[config.mk]
export PLATFORM = sky130hd
export DESIGN_NAME = merge_stream_2
export DESIGN_NICKNAME = d
export VERILOG_FILES = /design/src/rtl/sort_pkg.sv /design/src/rtl/stream_out_reg.sv /design/src/rtl/merge_stream_2.sv
export SDC_FILE = /design/constraint.sdc
export NUM_CORES = 1
export LEC_CHECK = 0
export ABC_AREA = 1
export CAP_MARGIN = 0
export CORE_ASPECT_RATIO = 0.6
export CORE_UTILIZATION = 35
export CTS_CLUSTER_DIAMETER = 120
export DETAILED_ROUTE_END_ITERATION = 10
export DONT_BUFFER_PORTS = 1
export MAX_ROUTING_LAYER = met4
export SLEW_MARGIN = 20
export SYNTH_ARGS = -nofsm -noshare
export SYNTH_HDL_FRONTEND = slang
export SYNTH_SLANG_ARGS = --single-unit
[constraint.sdc]
create_clock -name clk -period 2.49 [get_ports clk]
set_clock_uncertainty 0.15 [all_clocks]
set_input_delay 0.3735 -clock clk [delete_from_list [all_inputs] [get_ports clk]]
set_output_delay 0.3735 -clock clk [all_outputs]
set_load 0.05 [all_outputs]
[src/rtl/sort_pkg.sv]
`default_nettype none
// ============================================================================
// Module      : sort_pkg (package)
// Description : Shared types and helpers for the sorting networks and the
//               streaming merger: element type, merger state encoding and
//               the element compare function.
// Revision    : 1.0 - initial release
// ============================================================================
package sort_pkg;

  typedef logic [31:0] data_t;

  typedef enum logic [1:0] {
    MERGE   = 2'd0,
    DRAIN_A = 2'd1,
    DRAIN_B = 2'd2
  } merge_state_t;

  // a <= b under the selected ordering. Returning true on equality is what
  // keeps merges and compare-swaps stable (the 'a' side wins ties).
  function automatic logic le(input data_t a, input data_t b, input logic unsigned_cmp);
    if (unsigned_cmp) begin
      return a <= b;
    end else begin
      return $signed(a) <= $signed(b);
    end
  endfunction

endpackage
`default_nettype wire

[src/rtl/stream_out_reg.sv]
`default_nettype none
// ============================================================================
// Module      : stream_out_reg
// Description : One-entry registered output stage of a valid/ready stream.
//               Loads a new beat whenever the stage is empty or the current
//               beat is being taken downstream; otherwise holds.
// Ports       : clk, rst        - clock, synchronous active-high reset
//               i_push          - a beat is presented for loading this cycle
//               i_data, i_last  - beat payload
//               i_out_ready     - downstream accepts the current beat
//               o_load          - stage can take a beat this cycle
//               o_valid, o_data, o_last - registered output beat
// Revision    : 1.0 - initial release
// ============================================================================
module stream_out_reg #(
  parameter int DATA_W = 32
) (
  input  logic              clk,
  input  logic              rst,
  input  logic              i_push,
  input  logic [DATA_W-1:0] i_data,
  input  logic              i_last,
  input  logic              i_out_ready,
  output logic              o_load,
  output logic              o_valid,
  output logic [DATA_W-1:0] o_data,
  output logic              o_last
);

  logic              r_valid;
  logic [DATA_W-1:0] r_data;
  logic              r_last;

  assign o_load = !r_valid || i_out_ready;

  always_ff @(posedge clk) begin
    if (rst) begin
      r_valid <= 1'b0;
      r_data  <= '0;
      r_last  <= 1'b0;
    end else if (o_load) begin
      r_valid <= i_push;
      // Payload only moves on a real beat; an empty stage keeps stale data.
      if (i_push) begin
        r_data <= i_data;
        r_last <= i_last;
      end
    end
  end

  assign o_valid = r_valid;
  assign o_data  = r_data;
  assign o_last  = r_last;

endmodule
`default_nettype wire

[src/rtl/merge_stream_2.sv]
`default_nettype none
// ============================================================================
// Module      : merge_stream_2
// Description : Two-way streaming merger. Combines two ascending runs (A, B)
//               into one ascending run, one element per cycle, registered
//               output. Ties go to stream A.
// Ports       : clk, rst                       - clock, sync active-high reset
//               a_valid/a_ready/a_data/a_last  - input stream A
//               b_valid/b_ready/b_data/b_last  - input stream B
//               out_valid/out_ready/out_data/out_last - merged stream
//               order_err                      - sticky ordering error
// Options     : MERGE_STREAM_ORDER_CHECK_EN - builds the output order checker;
//               without it order_err is constant 0.
// Revision    : 1.0 - initial release
// ============================================================================
module merge_stream_2
  import sort_pkg::*;
#(
  parameter int DATA_W       = 32,
  parameter bit UNSIGNED_CMP = 1'b1
) (
  input  logic              clk,
  input  logic              rst,
  input  logic              a_valid,
  output logic              a_ready,
  input  logic [DATA_W-1:0] a_data,
  input  logic              a_last,
  input  logic              b_valid,
  output logic              b_ready,
  input  logic [DATA_W-1:0] b_data,
  input  logic              b_last,
  output logic              out_valid,
  input  logic              out_ready,
  output logic [DATA_W-1:0] out_data,
  output logic              out_last,
  output logic              order_err
);

  merge_state_t      r_state;
  logic              w_load;
  logic              w_a_le_b;
  logic              w_a_fire;
  logic              w_b_fire;
  logic              w_push;
  logic              w_last;
  logic [DATA_W-1:0] w_data;

  assign w_a_le_b = le(a_data, b_data, UNSIGNED_CMP);

  // Readies are derived from the current state and the compare; in MERGE
  // nothing moves until both heads are visible, otherwise ordering is lost.
  always_comb begin
    a_ready = 1'b0;
    b_ready = 1'b0;
    w_last  = 1'b0;
    if (!rst && w_load) begin
      case (r_state)
        MERGE: begin
          if (a_valid && b_valid) begin
            a_ready = w_a_le_b;
            b_ready = !w_a_le_b;
          end
        end
        DRAIN_A: begin
          a_ready = 1'b1;
          w_last  = a_last;
        end
        DRAIN_B: begin
          b_ready = 1'b1;
          w_last  = b_last;
        end
        default: ;
      endcase
    end
  end

  assign w_a_fire = a_valid && a_ready;
  assign w_b_fire = b_valid && b_ready;
  assign w_push   = w_a_fire || w_b_fire;
  assign w_data   = w_a_fire ? a_data : b_data;

  always_ff @(posedge clk) begin
    if (rst) begin
      r_state <= MERGE;
    end else begin
      case (r_state)
        MERGE: begin
          // The stream whose run ended is done; the other one drains.
          if (w_a_fire && a_last) begin
            r_state <= DRAIN_B;
          end else if (w_b_fire && b_last) begin
            r_state <= DRAIN_A;
          end
        end
        DRAIN_A: if (w_a_fire && a_last) r_state <= MERGE;
        DRAIN_B: if (w_b_fire && b_last) r_state <= MERGE;
        default: r_state <= MERGE;
      endcase
    end
  end

  stream_out_reg #(
    .DATA_W (DATA_W)
  ) u_out_reg (
    .clk         (clk),
    .rst         (rst),
    .i_push      (w_push),
    .i_data      (w_data),
    .i_last      (w_last),
    .i_out_ready (out_ready),
    .o_load      (w_load),
    .o_valid     (out_valid),
    .o_data      (out_data),
    .o_last      (out_last)
  );

`ifdef MERGE_STREAM_ORDER_CHECK_EN
  logic [DATA_W-1:0] r_prev;
  logic              r_prev_ok;
  logic              r_order_err;

  // r_prev_ok is clear for the first beat of every run, so run boundaries
  // never count as a descent.
  always_ff @(posedge clk) begin
    if (rst) begin
      r_prev      <= '0;
      r_prev_ok   <= 1'b0;
      r_order_err <= 1'b0;
    end else if (out_valid && out_ready) begin
      if (r_prev_ok && !le(r_prev, out_data, UNSIGNED_CMP)) begin
        r_order_err <= 1'b1;
      end
      r_prev    <= out_data;
      r_prev_ok <= !out_last;
    end
  end

  assign order_err = r_order_err;
`else
  assign order_err = 1'b0;
`endif

endmodule
`default_nettype wire

==> out/results.tsv <==
stage	metric	value	unit
outcome	status	completed	
synth	Ys Warns	0	
route	DR iter-0 viols	117	
synth	library cells used by synthesis	24	
grt	GRT Util Overall	19.4	%
sta	Final WS setup	0.157	ns
critical_path	WP data required	1.97	ns
route	WL/cell	15.3	um
die	Vert. Die Dim	70.1	um
clock_network	Clock transition at path regs	0.06	ns
pwr	Pwr Total	2.24	mW
clock_network	worst-case clock buffer depth	2	
route	via count	2527	
flow_run	Max-Cap Viols	0	
synth	count leader, synth	nand2_1	
route	Post-route DRC	0	
critical_path	Arrival @ worst endpoint	1.81	ns
die	width of the die	115	um
synth	top post-synthesis cells by count	80 x nand2_1, 68 x nand3_1, 48 x inv_1	
placed_design	post-placement cell area	2980	um2
finish	fillers	752	
synth	FFs w/ async S/R, synth	0	%
finish	Nets	485	
clock_network	Skew-Pair Late Insertion Delay	0.28	ns
finish	n_diodes	0	
grt	antenna violations before repair	0	
sta	Tmin final	2.33	ns
die	Rows	24	
die	Core Region	7360	um2
critical_path	reg2reg path depth	11	
finish	Layout area overhead	20.7	%
die	Ports	108	
synth	Synth Flop Type	dfxtp_1	
synth	top-area cell type share of the netlist area	26.6	%
route	Final ANT Viol Nets	0	
critical_path	CP max FO	8	
placed_design	dpl ws	-0.139	ns
synth	Synthesized Nets	481	
placed_design	input/output buffers	0	
placed_design	Detail Placement HPWL	5.49	mm
synth	Post-synth EDFFs	0	
grt	pin count of the biggest net entering global routing	36	
synth	Mapped Area	2710	um2
sta	worst slew pin tran	1.03	ns
synth	sequential share of the synthesized area	26.6	%
synth	Gate Count Post-Synth	375	
route	overall routed net length	7.41	mm
finish	Finished Cell Area	3270	um2
clock_network	clock tree from TritonCTS	done	
synth	leading area contributor after synthesis	dfxtp_1	
pwr	LEAKAGE	1.70	nW
die	Initial Util	36.8	%
clock_network	Num CTS Buffers	5	
clock_network	CTS Sinks	36	
pwr	power per cell area	686	nW/um2
placed_design	Final Wtd Congestion	0.763	
synth	synthesized flop and latch total	36	
die	Die Footprint	8100	um2
sta	max-slew violations	0	
route	DRT Pass-1 Iters	4	
route	vias per inst	5.22	
clock_network	clock root cell	clkbuf_16	
sta	Worst slew margin	30.6	%
sta	final-report setup violation count	0	
grt	first-pass GRT wire length	11.7	mm
critical_path	kind of critical path	in2out	
finish	layout cells sized above 1	13.9	%
sta	f_max	429	MHz
critical_path	CP Launch Type	input pin	
grt	number of global-route vias before repair	2433	
critical_path	crit path capture type	primary output	
synth	Synth area leaders	dfxtp_1 27%, ha_1 16%, nand3_1 13%	
hold_path	worst hold path stage count	3	
synth	Mean Syn Cell Area	7.21	um2
sta	endpoints failing hold	0	
hold_path	Hold Path Class	in2reg	
sta	RSZ-0062 raised after global routing	yes	
clock_network	H-Tree Level Count	2	
grt	total global routing overflow	0	
pwr	peak supply drop	264	uV
sta	Tcrit/Tclk final	93.7	%
==> layer usage <==
metal	up-vias	global-route usage, %	share of wire [%]
met5	-	-	0
met4	0	6.35	1.1
met3	7	7.73	11
met2	94	26.9	39
met1	1143	25.5	49
li1	1283	-	-
==> layout by cell type, fill, tap and decap left out, types with 2 or more instances in the layout <==
cell type and count:
ha_4 6, nand2_2 6, buf_4 11, nand2_1 73
buf_12 3, nor2_1 15, ha_1 29, a21oi_4 2
o211a_1 31, clkbuf_1 2, o21a_1 2, nand3_1 66
inv_1 42, nand4_1 5, a21oi_2 3, dfxtp_1 36
clkbuf_16 6, inv_2 4, a31oi_1 2, a21oi_1 14
nand3_2 2, o21ai_0 4, nor2_4 2
==> per-stage QoR <==
step	TNS [ns]	hold slack (ns)	utilization, %	std cells
6_report	0	0.187	44.4	484
5_1_grt	-0.0286	0.193	44.4	484
4_1_cts	0	0.182	43.7	483
3_5_place_dp	-4.29	0.297	40.5	473
3_3_place_gp	-3.18	0.294	40.5	473
2_1_floorplan	-0.0964	0.293	-	375
==> area by class of cell <==
class	count	area, um2	share of cell area (%)
clock buffer	8	146	4.48
inverter	49	196	6.02
multi-input combinational	269	1850	56.6
sequential	36	721	22.1
tap	104	130	3.98
timing repair buffer	18	225	6.90
==> power breakdown <==
group / internal [mW] / switching, mW
sequential: 0.655 / 0.295
clock: 0.399 / 0.245
combinational: 0.291 / 0.353
==> flip-flops by register name (all words and copies together) (netlist names) <==
register           count
u_out_reg.o_last       1
u_out_reg.o_valid      1
r_state                2
u_out_reg.o_data      32
==> final timing paths <==
| path | start | end | slack [ns] |
|---|---|---|---|
| min | b_data[20] | u_out_reg.o_data[20]$_SDFFE_PP0P_ | 0.19 |
| max | b_data[19] | a_ready | 0.16 |
| min reg2reg | r_state[1]$_SDFFE_PP0P_ | r_state[1]$_SDFFE_PP0P_ | 0.34 |
| max reg2reg | r_state[0]$_SDFFE_PP0P_ | u_out_reg.o_data[14]$_SDFFE_PP0P_ | 0.32 |
==> worst max-delay path, stage by stage <==
cell and delay (ns):
inv_1 0.02, ha_1 0.30, nand4_1 0.17, nor4_4 0.30
nand2_1 0.11, nand2_1 0.08, nand2_2 0.07, a21oi_4 0.19
buf_12 0.18
==> cells by family (layout without fill, tap and decap cells) <==
family / count (synthesis) / after routing / synth area share [%]
adder cells (fa/ha/maj): 35 / 35 / 16.2
AND/OR/NAND/NOR: 172 / 172 / 28.1
buffers and inverters: 70 / 75 / 11.1
other: 1 / 1 / 0.139
flip-flops: 36 / 36 / 26.6
AO/OA/AOI/OAI: 61 / 61 / 17.8
==> repair_timing <==
action / CTS / global route
pin swaps: 11 / 2
setup endpoints to repair: 2 / 38
setup buffers: 2 / 0
endpoints found under the hold margin: 2 / 0
hold buffers: 1 / 0
gates resized for setup: 11 / 7
cloned: 1 / 1
Power figures use the tool's default switching activity.
